File: config.mk
export PLATFORM = sky130hd
export DESIGN_NAME = pipeline_run_ctrl
export DESIGN_NICKNAME = d
export VERILOG_FILES = /design/src/rtl/pipeline_ctrl_pkg.sv /design/src/rtl/sat_counter.sv /design/src/rtl/pipeline_run_ctrl.sv
export SDC_FILE = /design/constraint.sdc
export NUM_CORES = 1
export LEC_CHECK = 0
export ABC_AREA = 0
export CAP_MARGIN = 0
export CELL_PAD_IN_SITES_DETAIL_PLACEMENT = 0
export CELL_PAD_IN_SITES_GLOBAL_PLACEMENT = 1
export CORE_MARGIN = 10
export CORE_UTILIZATION = 35
export DETAILED_ROUTE_END_ITERATION = 8
export GPL_ROUTABILITY_DRIVEN = 0
export PLACE_DENSITY_LB_ADDON = 0.12
export SYNTH_ARGS = -nofsm -noshare
export SYNTH_HDL_FRONTEND = slang
export SYNTH_SLANG_ARGS = --single-unit
File: constraint.sdc
create_clock -name i_clk -period 2.8 [get_ports i_clk]
set_clock_uncertainty 0.1 [all_clocks]
set_input_delay 0.56 -clock i_clk [delete_from_list [all_inputs] [get_ports i_clk]]
set_output_delay 0.56 -clock i_clk [all_outputs]
set_load 0.05 [all_outputs]
File: src/rtl/pipeline_ctrl_pkg.sv
// Shared types and constants for the pipeline run-control block:
// FSM state encodings and the debug UART command bytes.
package pipeline_ctrl_pkg;

  localparam int unsigned STATE_BITS = 3;
  localparam int unsigned CMD_BITS   = 8;

  typedef enum logic [STATE_BITS-1:0] {
    ST_IDLE   = 3'd0,
    ST_RUN    = 3'd1,
    ST_STEP   = 3'd2,
    ST_DUMP   = 3'd3,
    ST_HALTED = 3'd4
  } state_e;

  localparam logic [CMD_BITS-1:0] CMD_RUN   = 8'h43;
  localparam logic [CMD_BITS-1:0] CMD_STEP  = 8'h53;
  localparam logic [CMD_BITS-1:0] CMD_BREAK = 8'h42;
  localparam logic [CMD_BITS-1:0] CMD_CLEAR = 8'h58;

  // True when a valid strobe carries the given command byte.
  function automatic logic is_cmd(input logic                valid,
                                  input logic [CMD_BITS-1:0] cmd,
                                  input logic [CMD_BITS-1:0] code);
    return valid && (cmd == code);
  endfunction

endpackage

File: src/rtl/sat_counter.sv
// Saturating up-counter with synchronous clear; holds at all-ones instead of wrapping.
module sat_counter #(
  parameter int unsigned CNT_BITS = 32
) (
  input  logic                i_clk,
  input  logic                i_reset,
  input  logic                inc,
  input  logic                clr,
  output logic [CNT_BITS-1:0] count
);

  always_ff @(posedge i_clk) begin
    if (i_reset || clr) begin
      count <= '0;
    end else if (inc && (count != {CNT_BITS{1'b1}})) begin
      count <= count + CNT_BITS'(1);
    end
  end

endmodule

File: src/rtl/pipeline_run_ctrl.sv
// Run-control FSM: gates the pipeline enable for continuous run / single step and
// hands off to the register dump engine. Optional watchdog: define PIPE_RUN_WDOG_EN.
module pipeline_run_ctrl
  import pipeline_ctrl_pkg::*;
#(
  parameter int unsigned          CNT_BITS   = 32,
  parameter logic [CNT_BITS-1:0]  WDOG_LIMIT = CNT_BITS'(100000)
) (
  input  logic                  i_clk,
  input  logic                  i_reset,
  input  logic                  i_cmd_valid,
  input  logic [7:0]            i_cmd,
  input  logic                  i_halt,
  input  logic                  i_dump_ack,
  output logic                  o_enable,
  output logic                  o_pipe_reset,
  output logic                  o_dump_req,
  output logic                  o_halted,
  output logic                  o_timeout,
  output logic [CNT_BITS-1:0]   o_cycle_count,
  output logic [2:0]            o_state
);

  state_e state;
  state_e state_next;
  logic   halted_q;
  logic   timeout_q;
  logic   pipe_reset_q;
  logic   halt_set;
  logic   timeout_set;
  logic   clear_hit;
  logic   wdog_hit;
  logic   cmd_run;
  logic   cmd_step;
  logic   cmd_break;
  logic   cmd_clear;

  assign cmd_run   = is_cmd(i_cmd_valid, i_cmd, CMD_RUN);
  assign cmd_step  = is_cmd(i_cmd_valid, i_cmd, CMD_STEP);
  assign cmd_break = is_cmd(i_cmd_valid, i_cmd, CMD_BREAK);
  assign cmd_clear = is_cmd(i_cmd_valid, i_cmd, CMD_CLEAR);

  // State register
  always_ff @(posedge i_clk) begin
    if (i_reset) begin
      state <= ST_IDLE;
    end else begin
      state <= state_next;
    end
  end

  // Next-state logic; priority in RUN is halt, then watchdog, then break
  always_comb begin
    state_next  = state;
    halt_set    = 1'b0;
    timeout_set = 1'b0;
    clear_hit   = 1'b0;
    unique case (state)
      ST_IDLE: begin
        if (cmd_run) begin
          state_next = ST_RUN;
        end else if (cmd_step) begin
          state_next = ST_STEP;
        end else if (cmd_clear) begin
          clear_hit = 1'b1;
        end
      end
      ST_RUN: begin
        if (i_halt) begin
          state_next = ST_DUMP;
          halt_set   = 1'b1;
        end else if (wdog_hit) begin
          state_next  = ST_DUMP;
          timeout_set = 1'b1;
        end else if (cmd_break) begin
          state_next = ST_DUMP;
        end
      end
      ST_STEP: begin
        state_next = ST_DUMP;
        halt_set   = i_halt;
      end
      ST_DUMP: begin
        if (i_dump_ack) begin
          state_next = (halted_q || timeout_q) ? ST_HALTED : ST_IDLE;
        end
      end
      ST_HALTED: begin
        if (cmd_clear) begin
          state_next = ST_IDLE;
          clear_hit  = 1'b1;
        end
      end
      default: state_next = ST_IDLE;
    endcase
  end

  // Moore outputs decoded from the state register
  always_comb begin
    o_enable   = 1'b0;
    o_dump_req = 1'b0;
    unique case (state)
      ST_RUN, ST_STEP: o_enable   = 1'b1;
      ST_DUMP:         o_dump_req = 1'b1;
      default: ;
    endcase
  end

  // Sticky halt flag and the one-cycle pipeline reset pulse
  always_ff @(posedge i_clk) begin
    if (i_reset) begin
      halted_q     <= 1'b0;
      pipe_reset_q <= 1'b0;
    end else begin
      halted_q     <= clear_hit ? 1'b0 : (halted_q || halt_set);
      pipe_reset_q <= clear_hit;
    end
  end

`ifdef PIPE_RUN_WDOG_EN
  // Fires on the enabled cycle whose increment brings the count to the limit
  assign wdog_hit = (o_cycle_count >= (WDOG_LIMIT - CNT_BITS'(1)));

  always_ff @(posedge i_clk) begin
    if (i_reset) begin
      timeout_q <= 1'b0;
    end else begin
      timeout_q <= clear_hit ? 1'b0 : (timeout_q || timeout_set);
    end
  end
`else
  logic unused_wdog;

  assign wdog_hit    = 1'b0;
  assign timeout_q   = 1'b0;
  assign unused_wdog = ^{WDOG_LIMIT, timeout_set};
`endif

  sat_counter #(
    .CNT_BITS (CNT_BITS)
  ) u_cycle_cnt (
    .i_clk   (i_clk),
    .i_reset (i_reset),
    .inc     (o_enable),
    .clr     (clear_hit),
    .count   (o_cycle_count)
  );

  assign o_pipe_reset = pipe_reset_q;
  assign o_halted     = halted_q;
  assign o_timeout    = timeout_q;
  assign o_state      = 3'(state);

endmodule
## Yosys cells after proc, flatten, opt, wreduce, memory -nomap -nowiden

Index checks and enable logic that the tools add are counted.

| cells by class | value |
|---|---|
| mux-type cells | 16 |
| equality and inequality tests | 13 |
| reductions and logical operators | 11 |
| add/subtract/negate cells | 1 |

Operators with widths:

| operator | count |
|---|---|
| adder 32 x 1 -> 32 bit, second input constant | 1 |
| equality test 8 x 7 -> 1 bit, second input constant | 4 |
| inequality test 32 bit, second input constant | 1 |
| 2-to-1 mux 3 bit | 7 |
| case mux 3 bit (5 select lines) | 1 |
| equality test 3 x 2 -> 1 bit, second input constant | 2 |
| 2-to-1 mux 1 bit | 6 |
| inequality test 3 bit, second input constant | 2 |
| logical AND 1 bit | 5 |
| inequality test 2 bit, second input constant | 2 |
| case mux 1 bit (2 select lines) | 2 |
| AND reduction 4 bit | 1 |
| OR reduction 2 bit | 2 |
| equality test 3 x 1 -> 1 bit, second input constant | 1 |
| equality test 3 bit, second input constant | 1 |
| zero test 3 bit | 1 |
| logical OR 1 bit | 2 |

| storage, ports and cells | value |
|---|---|
| logic and storage cells | 45 |
| flip-flop bits (word level) | 37 |
| bits of input ports | 13 |
| output and inout port bits | 40 |

## Depth between registers and ports, before layout

| depth | value |
|---|---|
| word-level depth | 7 |
| depth in mapped cells | 8 |

## Modules after synthesis

A second synthesis with hierarchy kept.

| second synthesis, totals | value |
|---|---|
| cells, all modules | 227 |
| area total of the unflattened synthesis | 2006.9 sq um |

By module, submodules not included:

| module | cells each | area each (sq um) | times used | sequential area each (sq um) |
|---|---|---|---|---|
| sat_counter | 189 | 1681.6 | 1 | 640.6 |
| pipeline_run_ctrl | 38 | 325.3 | 1 | 100.1 |

## Least setup slack after synthesis

No wires, ideal clock.

| timing path | value |
|---|---|
| kind | register to register |
| start point | reg state[0], in the netlist o_state[0] |
| end point | reg u_cycle_cnt.count[14] |
| slack | 297 ps |
| library setup time | 70 ps |
| data required time | 2630 ps |
| data arrival time | 2332 ps |
| buffers on the path | 2 |
| stages on the path, launching flop included | 9 |
| path through | dfxtp_1 -> buf_2 -> xnor2_1 -> or2_0 -> clkbuf_1 -> inv_1 -> o211ai_1 -> or3_1 -> a21oi_1 |

| on the way | value |
|---|---|
| word-level cells in the longest chain between the ends | 4 |
| elaborated cells between the ends (all ways) | 9 |
| those cells by class | eq/ne (3); mux (2); reduce/logical (4) |

Ends and longest elaborated chain:

| item | line | source |
|---|---|---|
| start, declared | pipeline_run_ctrl.sv:24 | `state_e state;` |
| start signal, assigned | pipeline_run_ctrl.sv:48 | `state <= state_next;` |
| equality test 3 x 1 -> 1 bit or equality test 3 x 2 -> 1 bit (tied branches) | - |  |
| OR reduction 2 bit * | pipeline_run_ctrl.sv:102 | `unique case (state)` |
| 2-to-1 mux 1 bit * | pipeline_run_ctrl.sv:102 |  |
| named net o_enable | pipeline_run_ctrl.sv:15 | `output logic o_enable,` |
| logical AND 1 bit * | sat_counter.sv:15 | `end else if (inc && (count != {CNT_BITS{1'b1}})) begin` |
| end signal, assigned | sat_counter.sv:16 | `count <= count + CNT_BITS'(1);` |
| end, declared | sat_counter.sv:9 | `output logic [CNT_BITS-1:0] count` |

The timed path passes the listed nets; every way through them passes the cells marked *.
A chain may end at the register's enable or synchronous reset.

## Worst setup path after layout

| timing path | value |
|---|---|
| start point | reg state[0], in the netlist o_state[0] |
| end point | out o_dump_req |

| on the way | value |
|---|---|
| word-level cells in the longest chain between the ends | 2 |

Ends and longest elaborated chain:

| item | line | source |
|---|---|---|
| equality test 3 x 2 -> 1 bit | pipeline_run_ctrl.sv:102 |  |
| 2-to-1 mux 1 bit | pipeline_run_ctrl.sv:102 |  |
| end, declared | pipeline_run_ctrl.sv:17 | `output logic o_dump_req,` |

Every way passes these cells.

==> impl_metrics.ini <==
[status]
outcome = finished, final reports clean

[job]
maxCapViolations = 0

[cells_and_area]
register_area_sq_um = 741
fillers = 562
design_area_sq_mm = 0.00266
area_growth_pct = 36.2
multi_input_area_sq_mm = 0.00115
diodes = 0
nets = 300
drive_gt1_frac = 0.0732
layout.cells.non_filler = 359
fin_util = 0.486

[die]
core-area_sq_mm = 0.00547
initial_core_util = 0.357
die_w_microns = 94.7
fp.dieH_microns = 94.7
rows = 27
io_pins = 53
die_area_sq_mm = 0.00896

[placed_design]
portBuffers = 51
hpwl_microns = 4010
dp.cells = 351
pre_cts_ws_ns = 0.403
place_area_sq_mm = 0.00256

[critical_path]
path_class = flop to primary output
r2r_slack_ns = 0.50
reg2reg_from = u_cycle_cnt.count[6]$_SDFFE_PP0P_
crit_chain = nand2_1 > nor2_1 > clkdlybuf4s50_1
r2r-end = u_cycle_cnt.count[23]$_SDFFE_PP0P_
worstPathArrival_ns = 1.84
required_ns = 2.14
worst_path_largest_cell_delay_ns = 0.83
end_kind = primary output
cp-start-kind = flop
crit_path_start = o_state[0]$_SDFFE_PP0P_
path_max_fanout = 9
reg2reg_depth = 5
slowest_stage = clkdlybuf4s50_1
crit_end = o_dump_req

[sta]
drv_slew = 0
period_minus_slack_ns = 2.50
rsz0062_at_grt = false
fmax_mhz = 400
min_period_over_period = 0.893
worst_slack_ns = 0.301
maxSlewHeadroom = 0.634
worst_pin_slew_ns = 0.549
hold_violations = 0
setup_violations = 0
fin_setup_tns_ns = 0

[clock_tree]
clk_pin_slew_worst_paths_ns = 0.08
clock-sinks = 37
cts.path.max_buffers = 2
htree_levels = 2
clock-root-buffer = clkbuf_8
cts_buffers = 5
ctsHoldBuffers = 0
clk_latency_ns = 0.29
cts_tree = yes
cts_setup_buffers = 0
cts-resized-gates = 0

[grt]
grt_overflow = 0
grt_use_total = 0.124
antenna_found_initial = 0
grt_max_degree = 27
grt_pass1_vias = 1833
grt_pass1_wl_microns = 8960

[route]
firstDrtPassIters = 4
ant_nets = 0
highest_layer = met4
wirelength_microns = 5370
drt-initial-drc-count = 66
wire_per_inst_microns = 15.0
wl_met2_microns = 2510
m1WireLength_microns = 2410
via_per_inst = 5.28
post-route-drc-count = 0
num_vias = 1895
wl_met3_microns = 400

[logic_synthesis]
synth-seq-cells = 37
synth_seq_area_share = 0.379
synthDominantCellAreaShare = 0.379
yosys.area_share.simple = 0.346
yosys-top-cells-area = dfxtp_1 (38%), nand2_1 (4.0%), xor2_1 (4.0%)
synth-edff-count = 0
mappedNetlistNets = 247
syn_area_sq_mm = 0.00195
yosysUniqueCellTypes = 45
synth_top_family_by_area = simple AND/OR/NAND/NOR gates
synthCells = 233
synth_compound_area_frac = 0.138
synth_fa_ha_area_frac = 0.00641
async_reset_ff_frac = 0
ys_warn_count = 0
syn_area_per_cell_sq_um = 8.38
synthXorXnorAreaFrac = 0.0538
ys_dominant_reg_cell = dfxtp_1
synth_largest_area_cell = dfxtp_1
synth_mux_area_frac = 0.0417

[pwr]
power-per-cell-area_mw_per_mm2 = 380
comb_power_share = 0.067
switching_share = 0.227
power_frac_clock = 0.408
seqPwrFrac = 0.525
intPower_uw = 780
leakage_nw = 0.917
ir_worst_vdd_mv = 0.248
switchingPower_uw = 229

[hold_path]
min_path_type = flop to flop
hold_depth = 2
[cells by family after synthesis]
logic type,Yosys count
buffers and inverters,15
and+or+nand+nor,118
xor gates and xnor gates,12
AOI/OAI and AO/OA,41
DFF,37
adders and majority gates,1
other,1
muxes,8
[worst max-delay path: cells and delay by family, from the launching register on]
family,cells,cell delay (ns)
and+or+nand+nor,2,0.23
buffers and inverters,1,0.83
DFF,1,0.49
[worst min path at each step]
stage / from / end / slack (ns)
2_1_floorplan: i_reset / o_state[2]$_SDFFE_PP0P_ / 0.53
3_3_place_gp: u_cycle_cnt.count[31]$_SDFFE_PP0P_ / u_cycle_cnt.count[31]$_SDFFE_PP0P_ / 0.40
3_5_place_dp: u_cycle_cnt.count[31]$_SDFFE_PP0P_ / u_cycle_cnt.count[31]$_SDFFE_PP0P_ / 0.40
4_1_cts: u_cycle_cnt.count[31]$_SDFFE_PP0P_ / u_cycle_cnt.count[31]$_SDFFE_PP0P_ / 0.41
5_1_grt: u_cycle_cnt.count[27]$_SDFFE_PP0P_ / u_cycle_cnt.count[27]$_SDFFE_PP0P_ / 0.44
6_report: o_halted$_SDFF_PP0_ / o_state[2]$_SDFFE_PP0P_ / 0.41
[placed cells by master (no fill, tap or decap), types with 2 or more instances in the layout]
| cell type | synthesis | routed |
|---|---|---|
| clkdlybuf4s50_1 | 0 | 50 |
| nor4_1 | 2 | 2 |
| nor2_1 | 19 | 19 |
| a21oi_1 | 12 | 12 |
| or2_2 | 2 | 2 |
| and3_1 | 9 | 9 |
| and4_1 | 7 | 7 |
| nand2_1 | 21 | 21 |
| o211ai_1 | 7 | 7 |
| nand3_1 | 12 | 12 |
| nand2b_1 | 6 | 6 |
| and2_1 | 4 | 4 |
| or3_1 | 6 | 6 |
| xor2_1 | 9 | 9 |
| o31ai_1 | 5 | 5 |
| nor2b_1 | 2 | 2 |
| nor4_2 | 3 | 3 |
| xnor2_1 | 3 | 3 |
| a211oi_1 | 2 | 2 |
| inv_1 | 4 | 4 |
| nand4_1 | 9 | 9 |
| o21ai_0 | 5 | 5 |
| mux2i_1 | 7 | 7 |
| dfxtp_1 | 37 | 37 |
| buf_4 | 1 | 6 |
| nor3_1 | 3 | 3 |
| nor3b_1 | 2 | 2 |
| clkbuf_8 | 0 | 7 |
| or4_1 | 8 | 8 |
[per-stage QoR]
stage | power (mW) | hold slack (ns)
2_1_floorplan | 0.578 | 0.529
3_3_place_gp | 0.610 | 0.398
3_5_place_dp | 0.610 | 0.400
4_1_cts | 1.03 | 0.410
5_1_grt | 1.06 | 0.443
6_report | 1.01 | 0.409
[synthesized netlist by cell type (4+ instances only)]
| cell type | number |
|---|---|
| clkbuf_1 | 6 |
| o21ai_0 | 5 |
| nand4_1 | 9 |
| and2_1 | 4 |
| nand3_1 | 12 |
| and3_1 | 9 |
| o211ai_1 | 7 |
| xor2_1 | 9 |
| buf_2 | 4 |
| inv_1 | 4 |
| a21oi_1 | 12 |
| or3_1 | 6 |
| nand2b_1 | 6 |
| nor2_1 | 19 |
| mux2i_1 | 7 |
| or4_1 | 8 |
| and4_1 | 7 |
| nand2_1 | 21 |
| o31ai_1 | 5 |
| dfxtp_1 | 37 |
[power groups by stage]
stage | Sequential [mW] | Combinational [mW] | Clock [mW]
floorplan | 0.548 | 0.0305 | 0
global placement | 0.542 | 0.0679 | 0
detailed placement | 0.542 | 0.0681 | 0
CTS | 0.530 | 0.0685 | 0.430
global route | 0.530 | 0.0734 | 0.454
finish | 0.530 | 0.0675 | 0.412
[state kept, by name, indices dropped and copies added, names as in the netlist]
register and flops:
u_cycle_cnt.count 32, o_state 3, o_halted 1, o_pipe_reset 1
[area by class of cell]
type,count,share of cell area
multi-input cells,181,0.431
clock buffers,7,0.0362
clock inverters,1,0.00188
well taps,72,0.0339
repair buffers,57,0.213
flip-flops and latches,37,0.279
inverters,4,0.00565
[per-layer routing]
layer | global-route usage | up-vias
met3 | 0.0468 | 4
met1 | 0.149 | 884
met4 | 0.0374 | 0
met5 | 0 | -
met2 | 0.200 | 40
li1 | - | 967
Power figures use the tool's default switching activity.
